===== config.mk =====
export PLATFORM = sky130hd
export DESIGN_NAME = scan_mux
export DESIGN_NICKNAME = d
export VERILOG_FILES = /design/src/rtl/scan_mux_pkg.sv /design/src/rtl/scan_mux_ptr.sv /design/src/rtl/scan_mux.sv
export SDC_FILE = /design/constraint.sdc
export NUM_CORES = 1
export LEC_CHECK = 0
export CAP_MARGIN = 40
export CORE_UTILIZATION = 28
export DETAILED_ROUTE_END_ITERATION = 12
export GPL_TIMING_DRIVEN = 0
export SLEW_MARGIN = 15
export SYNTH_ARGS = -nofsm -noshare
export SYNTH_HDL_FRONTEND = slang
export SYNTH_HIERARCHICAL = 1
export SYNTH_SLANG_ARGS = --single-unit

===== constraint.sdc =====
create_clock -name clk -period 4.4 [get_ports clk]
set_input_delay 1.1 -clock clk [delete_from_list [all_inputs] [get_ports clk]]
set_output_delay 1.1 -clock clk [all_outputs]
set_load 0.01 [all_outputs]

===== src/rtl/scan_mux_pkg.sv =====
// scan_mux_pkg: shared mode encodings, FSM state type and circular channel search for scan_mux.
package scan_mux_pkg;
  localparam logic MODE_MANUAL = 1'b0;
  localparam logic MODE_SCAN = 1'b1;
  localparam int MAX_CH = 64;
  localparam int MAX_W = 6;
  typedef enum logic {ST_MANUAL, ST_SCAN} state_t;
  // First enabled channel strictly above ptr, searching circularly; returns ptr when none is enabled.
  function automatic int next_enabled(input int ptr, input logic [MAX_CH-1:0] mask, input int n);
    int k;
    logic found;
    next_enabled = ptr;
    found = 1'b0;
    for (int i = 1; i <= MAX_CH; i++) begin
      k = ptr + i;
      if (k >= n) k = k - n;
      if (i <= n && !found && mask[k[MAX_W-1:0]]) begin
        next_enabled = k;
        found = 1'b1;
      end
    end
  endfunction
endpackage


===== src/rtl/scan_mux_ptr.sv =====
// scan_mux_ptr: scan pointer, dwell counter and wrap pulse; ptr_next is the pointer after this edge.
module scan_mux_ptr import scan_mux_pkg::*; #(
  parameter int N_CH = 8,
  parameter int DWELL = 4,
  parameter int SEL_W = $clog2(N_CH)
) (
  input  logic             clk,
  input  logic             rst,
  input  logic             start,
  input  logic             run,
  input  logic             en,
  input  logic [N_CH-1:0]  mask,
  output logic [SEL_W-1:0] ptr_next,
  output logic             wrap
);
  localparam int DW = $clog2(DWELL) + 1;
  logic [SEL_W-1:0] ptr, first, nxt;
  logic [DW-1:0] dwell, dwell_next;
  logic any, step, adv;
  assign any = |mask;
  assign step = run && en && any;
  assign adv = step && dwell == DW'(DWELL - 1);
  assign first = SEL_W'(next_enabled(N_CH - 1, MAX_CH'(mask), N_CH));
  assign nxt = SEL_W'(next_enabled(int'(ptr), MAX_CH'(mask), N_CH));
  always_comb begin
    dwell_next = (start || adv) ? '0 : step ? dwell + 1'b1 : dwell;
    ptr_next = start ? (any ? first : '0) : adv ? nxt : ptr;
  end
  always_ff @(posedge clk) begin
    if (rst) begin
      ptr <= '0;
      dwell <= '0;
      wrap <= 1'b0;
    end else begin
      ptr <= ptr_next;
      dwell <= dwell_next;
      wrap <= adv && nxt <= ptr;
    end
  end
endmodule


===== src/rtl/scan_mux.sv =====
// scan_mux: N-channel registered mux with manual select and dwell-timed scan mode.
// Optional SCAN_MUX_MASK_EN adds ch_mask to skip disabled channels.
module scan_mux import scan_mux_pkg::*; #(
  parameter int N_CH = 8,
  parameter int WIDTH = 1,
  parameter int DWELL = 4,
  localparam int SEL_W = $clog2(N_CH)
) (
`ifdef SCAN_MUX_MASK_EN
  input  logic [N_CH-1:0]       ch_mask,
`endif
  input  logic                  clk,
  input  logic                  rst,
  input  logic [N_CH*WIDTH-1:0] in,
  input  logic [SEL_W-1:0]      s,
  input  logic                  mode,
  input  logic                  en,
  output logic [WIDTH-1:0]      y,
  output logic                  y_valid,
  output logic [SEL_W-1:0]      y_ch,
  output logic                  wrap
);
  localparam int NP = 2 ** SEL_W;
  state_t state, state_next;
  logic [N_CH-1:0] mask;
  logic [NP*WIDTH-1:0] in_pad;
  logic [NP-1:0] mask_pad;
  logic [SEL_W-1:0] ptr_next, ch_d;
  logic [WIDTH-1:0] y_d;
  logic v_d, scan, start, run;
`ifdef SCAN_MUX_MASK_EN
  assign mask = ch_mask;
`else
  assign mask = '1;
`endif
  // Zero padding makes out-of-range selects read as disabled, empty channels.
  assign in_pad = (NP*WIDTH)'(in);
  assign mask_pad = NP'(mask);
  assign scan = mode == MODE_SCAN;
  assign start = scan && state == ST_MANUAL;
  assign run = scan && state == ST_SCAN;
  scan_mux_ptr #(.N_CH(N_CH), .DWELL(DWELL), .SEL_W(SEL_W)) u_ptr (
    .clk(clk),
    .rst(rst),
    .start(start),
    .run(run),
    .en(en),
    .mask(mask),
    .ptr_next(ptr_next),
    .wrap(wrap)
  );
  always_comb begin
    state_next = scan ? ST_SCAN : ST_MANUAL;
    ch_d = scan ? ptr_next : s;
    v_d = scan ? |mask : mask_pad[s];
    y_d = v_d ? in_pad[ch_d*WIDTH +: WIDTH] : '0;
  end
  always_ff @(posedge clk) begin
    if (rst) begin
      state <= ST_MANUAL;
      y <= '0;
      y_valid <= 1'b0;
      y_ch <= '0;
    end else begin
      state <= state_next;
      y <= y_d;
      y_valid <= v_d;
      y_ch <= ch_d;
    end
  end
endmodule


==> summary.md, run 1 <==
| Metric | Value |
|---|---|
| Synth Area in Compound Gates | `between 10% and 20%` |
| Core ar. | `~0.0065 mm^2` |
| Cell Int Power | `296 uW` |
| Worst r2r dst | `y` |
| Mux contribution to synthesized area | `30.9%` |
| Clock latency on the worst-skew pair | `0.24 ns` |
| Most common cell after layout, fill and taps aside | `clkdlybuf4s50_1` |
| Flops & latches, synth | `13` |
| Crit path cell chain | `clkdlybuf4s50_1 > nand2_1 > a21oi_1 > nand2_1 > a31oi_1 > nand2_1 > mux2i_2 > mux4_2 > o21ai_1 > a21oi_2` |
| CTS tree | `done` |
| GPL Wtd Cong | `0.853` |
| Worst setup SP type | `input pin` |
| Layout area overhead | `20.7%` |
| Min Tclk post-route | `3.61 ns` |
| Number of clock sinks | `13` |
| Pwr dens | `between 150 and 200 mW/mm^2` |
| Post-CTS setup buffers | `0` |
| I/O pins | `21` |
| Most used cell, CP | `nand2_1` |
| Num CTS Buffers | `3` |
| Min Hold Slack | `between 0.5 and 0.6 ns` |
| Ant diodes | `0` |
| Layer with the highest usage | `met2` |
| Simple-gate share of the synthesized area | `17.5%` |
| EDFF count, synth | `0` |
| Clock Path Buffers | `2` |
| Worst min path class | `reg -> reg` |
| Share of cells above drive strength 1 | `17.1%` |
| Vias per inst | `5.19` |
| Post-layout instance area | `about 0.0023 mm^2` |
| CP Class | `in -> reg` |
| R2r setup slk | `0.82 ns` |
| Number of routed nets with antenna violations | `0` |
| Hold buffers post-CTS | `0` |
| Grt ovf | `0` |
| Critical Path RT | `approximately 4.5 ns` |
| CP top delay family | `compound AO/OA/AOI/OAI gates` |
| Post-route setup TNS | `0 ns` |
| Fin Clk Skew | `0.00110 ns` |
| Global routing usage on met3 | `1.77%` |
| DRT Pass-1 Iters | `4` |
| Max-slew headroom | `60.8%` |
| Largest net degree at the start of global routing | `11` |
| DIE WIDTH | `84.7 um` |
| Crit-path slowest cell | `mux4_2` |
| Outcome | `finished clean` |
| Post-Synth Adder-Cell Area | `7.19%` |
| Main combinational cell family by area after synthesis | `multiplexers` |
| Multi-input gate area | `0.00153 mm^2` |
| Commonest non-fill, non-tap cells in the layout | `clkdlybuf4s50_1, conb_1, nor2_1, nand2_1` |
| Commonest register cell after synthesis | `dfxtp_1` |
| Worst Path Buf+Inv | `1` |
| Combinational share of power | `49.6%` |
| Crit-path max cell delay | `0.54 ns` |
| Fillers | `just under 700` |
| Drt drc | `0` |
| Reg2reg start | `u_ptr/ptr[0]` |
| Storage element area | `260 um^2` |
| I/O Buffers | `19` |
| Reg power frac | `27.3%` |
| Final Hold Vio Count | `0` |
| Lkg Pwr | `0.898 nW` |
| Grt met2 use | `a little over a fifth` |
| Site Rows | `29` |
| Hold_sp | `u_ptr/dwell[1]` |
| Overall via count from detail_route | `roughly 1800` |
| Worst slew pin tran | `approximately 0.6 ns` |
| Fmax | `around 0.28 GHz` |
| CTS Root Buffer Type | `clkbuf_8` |
| Placed Area | `between 0.002 and 0.0025 mm^2` |
| Sw power | `approximately 160 uW` |
| Number of global-route vias before repair | `1621` |
| Post-synthesis cell area | `0.00191 mm^2` |
| H-tree lvl count | `1` |
| Clock power share | `a little under a quarter` |
| Cell variety after synth | `53` |
| RSZ-0062 raised after global routing | `false` |
| CP Data Arrival Time | `approximately 3.7 ns` |
| Worst Hold Path Cells | `2` |
| Post-cts resize count | `0` |
| Net Sw Frac | `35.4%` |
| CP Max Fanout | `9` |
| GRT met1 Usage | `19.3%` |
| Final setup violation count | `0` |
| Mean Syn Cell Area | `around 8.6 um^2` |
| Worst hold endpoint | `u_ptr/dwell[1]` |
| Synth warn | `6` |
| Tot GR Track Use | `13.4%` |
| IR drop worst, VDD | `190 uV` |
| Initial Util | `29.6%` |
| Initial antenna violation count | `0` |
| Period utilisation layout | `82.1%` |
| Crit end category | `flop` |
| Die ar. | `around 0.007 mm^2` |
| R2R depth | `15` |
| First DRT Iteration DRCs | `85` |
| Final wirelength | `roughly 4600 um` |
| Routed wire per std cell | `13.5 um` |
| Post-synthesis sequential area ratio | `13.6%` |
| Async SR Flop Fraction | `0%` |
| Max Cap Viol | `0` |
| Slew Limit Fails | `0` |
| Global-route wire length before repair | `between 7000 and 8000 um` |
| HPWL after DPL | `approximately 3700 um` |
| Post-layout util | `35.7%` |
| Post-synthesis xor/xnor area fraction | `2.22%` |
| Chip Height | `84.7 um` |
| Synth Instances | `223` |
| Fin nets | `290` |
| Clk pin slew, worst setup/hold paths | `0.05 ns` |
==> sequential cells by signal, indices dropped and copies added, names as in the netlist <==
register     cells
state            1
u_ptr/dwell      3
u_ptr/ptr        3
u_ptr/wrap       1
y                1
y_ch             3
y_valid          1
==> power by group through the flow <==
stage	Clock (mW)	Sequential (mW)	Combinational, mW
after floorplan	0	0.129	0.169
after global placement	0	0.127	0.212
after detailed placement	0	0.128	0.213
after CTS	0.111	0.125	0.213
after global routing	0.114	0.125	0.252
final	0.106	0.125	0.227
==> layout make-up <==
class                   count  share of cell area, %
flip-flops and latches     13                   11.3
repair buffers             19                   8.24
clock buffers               4                   1.95
well taps                  77                   4.17
inverters                  17                   2.76
plain buffers              19                   5.47
multi-input cells         191                   66.1
==> synthesized netlist by cell type (all sizes together), types with 3 or more instances <==
cell | count | area [um^2]
a211oi | 3 | 22.5
a21oi | 12 | 63.8
a31oi | 7 | 43.8
and2 | 3 | 18.8
buf | 16 | 115
clkbuf | 3 | 11.3
dfxtp | 13 | 260
ha | 11 | 138
inv | 17 | 63.8
mux2 | 5 | 60.1
mux2i | 16 | 171
mux4 | 16 | 360
nand2 | 17 | 63.8
nand3 | 5 | 25.0
nor2 | 17 | 63.8
nor2b | 5 | 31.3
nor3 | 8 | 40.0
nor4 | 4 | 25.0
o211ai | 4 | 30.0
o21ai | 9 | 45.0
o311ai | 3 | 26.3
o41ai | 3 | 33.8
==> routing by layer <==
layer	up-vias	part of all wire, %
met5	-	0
met4	0	1.0
met3	7	2.6
met2	25	48
met1	840	48
li1	893	-
==> worst max-delay path by stage <==
stage	from	to	slack, ns	cells after the start
after floorplan	mode	y	1.09	11
after CTS	u_ptr/ptr[0]	y	0.77	14
after global placement	en	y	0.53	10
after global routing	u_ptr/ptr[0]	y	0.51	15
after detailed placement	en	y	0.55	10
final	en	y	0.79	10
==> kinds of logic (layout without fill, tap and decap cells) <==
kind of cell | count (synthesis) | in the layout
xor gates and xnor gates | 4 | 4
other | 1 | 18
adders and majority gates | 11 | 11
muxes | 37 | 37
DFF | 13 | 13
buffers and inverters | 36 | 59
AOI/OAI and AO/OA | 52 | 52
and+or+nand+nor | 69 | 69
==> stage by stage <==
| stage | instances | setup WS, ns | power, mW |
|---|---|---|---|
| after floorplan | 240 | 1.09 | 0.298 |
| after global placement | 336 | 0.532 | 0.339 |
| after detailed placement | 336 | 0.549 | 0.341 |
| after CTS | 340 | 0.770 | 0.450 |
| after global routing | 340 | 0.512 | 0.491 |
| final | 340 | 0.788 | 0.458 |
==> worst register-to-register path, delay by kind of cell, from the launching register on <==
family / cells / cell delay (ns)
mux: 2 / 0.52
flops: 1 / 0.36
fa+ha+maj: 1 / 0.34
buf+inv: 3 / 0.63
compound gates: 6 / 1.11
simple gates: 3 / 0.52
Note: power is estimated with default switching activity, not from simulation.
==> run 2: changes to the inputs <==
==> constraint.sdc (replaced) <==
create_clock -name clk -period 3.5 [get_ports clk]
set_input_delay 0.875 -clock clk [delete_from_list [all_inputs] [get_ports clk]]
set_output_delay 0.875 -clock clk [all_outputs]
set_load 0.01 [all_outputs]
==> summary.md, run 2 (synthesis gave the netlist of run 1 again) <==
| Metric | Value |
|---|---|
| Outcome | `finished clean (unchanged)` |
| DIE WIDTH | `84.7 um (unchanged)` |
| Routed wire per std cell | `13.6 um (was 13.5 um)` |
| Lkg Pwr | `0.896 nW (was 0.898 nW)` |
| Pwr dens | `250 mW/mm^2 (was 198 mW/mm^2)` |
| Final wirelength | `4610 um (was 4600 um)` |
| DRT Pass-1 Iters | `4 (unchanged)` |
| Max Cap Viol | `0 (unchanged)` |
| Worst setup SP type | `flop (was input pin)` |
| Most common cell after layout, fill and taps aside | `clkdlybuf4s50_1 (unchanged)` |
| Layout area overhead | `21.8% (was 20.7%)` |
| CTS tree | `done (unchanged)` |
| CP Class | `reg -> reg (was in -> reg)` |
| Worst slew pin tran | `0.596 ns (was 0.588 ns)` |
| Num CTS Buffers | `3 (unchanged)` |
| CP Max Fanout | `19 (was 9)` |
| Final Hold Vio Count | `0 (unchanged)` |
| CP Data Arrival Time | `3.35 ns (was 3.74 ns)` |
| I/O Buffers | `19 (unchanged)` |
| Overall via count from detail_route | `1776 (was 1765)` |
| Fin nets | `288 (was 290)` |
| Vias per inst | `5.25 (was 5.19)` |
| Share of cells above drive strength 1 | `18.4% (was 17.1%)` |
| Slew Limit Fails | `0 (unchanged)` |
| Storage element area | `260 um^2 (unchanged)` |
| Number of routed nets with antenna violations | `0 (unchanged)` |
| Global-route wire length before repair | `7850 um (was 7880 um)` |
| Max-slew headroom | `60.2% (was 60.8%)` |
| Core ar. | `0.00646 mm^2 (unchanged)` |
| Initial antenna violation count | `0 (unchanged)` |
| GPL Wtd Cong | `0.853 (unchanged)` |
| Worst min path class | `reg -> reg (unchanged)` |
| Tot GR Track Use | `13.4% (about the same)` |
| RSZ-0062 raised after global routing | `false (unchanged)` |
| Chip Height | `84.7 um (unchanged)` |
| I/O pins | `21 (unchanged)` |
| Min Tclk post-route | `3.22 ns` |
| IR drop worst, VDD | `244 uV (was 190 uV)` |
| Multi-input gate area | `0.00156 mm^2 (was 0.00153 mm^2)` |
| Initial Util | `29.6% (unchanged)` |
| Fmax | `roughly 0.31 GHz` |
| Site Rows | `29 (unchanged)` |
| First DRT Iteration DRCs | `79 (was 85)` |
| Critical Path RT | `3.63 ns (was 4.53 ns)` |
| CTS Root Buffer Type | `clkbuf_8 (unchanged)` |
| Commonest non-fill, non-tap cells in the layout | `clkdlybuf4s50_1, conb_1, nor2_1, nand2_1 (unchanged)` |
| Worst Hold Path Cells | `2 (unchanged)` |
| Clock Path Buffers | `2 (unchanged)` |
| Power, Total | `583 uW (was 458 uW)` |
| H-tree lvl count | `1 (unchanged)` |
| Final setup violation count | `0 (unchanged)` |
| Ant diodes | `0 (unchanged)` |
| Top Registers | `u_ptr/dwell (3), u_ptr/ptr (3), y_ch (3) (unchanged)` |
| Fillers | `679 (was 681)` |
| Drt drc | `0 (unchanged)` |
| Number of clock sinks | `13 (unchanged)` |
| Hold buffers post-CTS | `0 (unchanged)` |
| HPWL after DPL | `3670 um (unchanged)` |
| Fin Clk Skew | `0.00182 ns (was 0.00110 ns)` |
| R2R depth | `14 (was 15)` |
| Clock latency on the worst-skew pair | `0.24 ns (about the same)` |
| Die ar. | `0.00717 mm^2 (unchanged)` |
| Grt ovf | `0 (unchanged)` |
| Period utilisation layout | `just over 90%` |
| Crit end category | `flop (unchanged)` |
| Clk pin slew, worst setup/hold paths | `0.05 ns (about the same)` |
| Number of global-route vias before repair | `1612 (was 1621)` |
| Setup ws final | `0.276 ns (was 0.788 ns)` |
| Largest net degree at the start of global routing | `20 (was 11)` |
| Post-place setup slack | `-0.126 ns (was 0.549 ns)` |
| Post-route setup TNS | `0 ns (unchanged)` |
-- run 2: changes by cell type in the layout (fill, tap and decap cells not counted) --
cell | before | now
o311ai_1 | 2 | 1
a31oi_2 | 0 | 1
mux2i_4 | 0 | 1
a21oi_1 | 11 | 10
buf_2 | 8 | 7
mux2i_2 | 3 | 2
o21ai_2 | 0 | 1
a21oi_2 | 1 | 2
o311ai_2 | 0 | 1
a31oi_1 | 7 | 6
o21ai_1 | 4 | 3
clkbuf_1 | 4 | 3
-- run 2: layout make-up --
type | count | share of cell area (%)
repair buffers | 19 | 8.16
inverters | 17 | 2.74
multi-input cells | 191 | 66.8
plain buffers | 17 | 5.05
well taps | 77 | 4.14
flip-flops and latches | 13 | 11.2
clock buffers | 4 | 1.93
-- run 2: report_power, final --
| group | leakage (nW) | total, mW | internal [mW] | switching [mW] |
|---|---|---|---|---|
| logic | 0.766 | 0.292 | 0.140 | 0.153 |
| clock network | 0.0228 | 0.133 | 0.0804 | 0.0528 |
| registers | 0.107 | 0.157 | 0.154 | 0.00288 |
| total | 0.896 | 0.583 | 0.374 | 0.208 |
-- run 2: path summary, 6_finish.rpt --
path	slack [ns]	startpoint	to
max	0.28	u_ptr/ptr[0]	y
min	0.54	u_ptr/dwell[1]	u_ptr/dwell[1]
max reg2reg	0.28	u_ptr/ptr[0]	y
min reg2reg	0.54	u_ptr/dwell[1]	u_ptr/dwell[1]
-- run 2: critical path, stage by stage, from the launching register on --
cell and delay, ns:
dfxtp_1 0.36, buf_4 0.19, buf_6 0.22, nand2_1 0.12
ha_1 0.34, nand2_1 0.07, or2_2 0.33, a21boi_1 0.14
o211ai_1 0.12, a31oi_2 0.16, o311ai_2 0.37, mux2i_1 0.17
mux4_2 0.31, o21ai_1 0.16, a21oi_2 0.04
-- run 2: per-layer routing --
metal  track usage (%)  wire, um  vias to the layer above
li1                  -         -                      892
met1              19.3      2180                      849
met2              21.5      2250                       31
met3              1.77       153                        4
met4              2.31        22                        0
met5                 0         0                        -
-- run 2: repair_timing --
action / CTS / global route
resized for setup: 2 / 3
endpoints found under the setup margin: 1 / 2
pin swaps: 0 / 0
gates cloned: 0 / 0
buffers inserted: 0 / 0
endpoints found under the hold margin: 0 / 0
-- run 2: per-stage QoR --
step / area [um^2] / hold slack, ns / cells / util [%]
6_report: 2330 / 0.541 / 338 / 36.1
5_1_grt: 2330 / 0.576 / 338 / 36.1
4_1_cts: 2320 / 0.549 / 339 / 35.9
3_5_place_dp: 2260 / 0.534 / 336 / 35.0
3_3_place_gp: 2260 / 0.520 / 336 / 35.0
2_1_floorplan: 1980 / 0.502 / 240 / -
==> run 3: changes to the inputs <==
--- a/config.mk
+++ b/config.mk
@@ -5,7 +5,8 @@
 export SDC_FILE = /design/constraint.sdc
 export NUM_CORES = 1
 export LEC_CHECK = 0
-export CAP_MARGIN = 40
+export ABC_CLOCK_PERIOD_IN_PS = 3500
+export CAP_MARGIN = 20
 export CORE_UTILIZATION = 28
 export DETAILED_ROUTE_END_ITERATION = 12
 export GPL_TIMING_DRIVEN = 0
@@ -14,3 +15,4 @@
 export SYNTH_HDL_FRONTEND = slang
 export SYNTH_HIERARCHICAL = 1
 export SYNTH_SLANG_ARGS = --single-unit
+export TNS_END_PERCENT = 100
==> results of run 3 <==
Same layout as run 2: the final DEF is identical, and so are final timing and power.
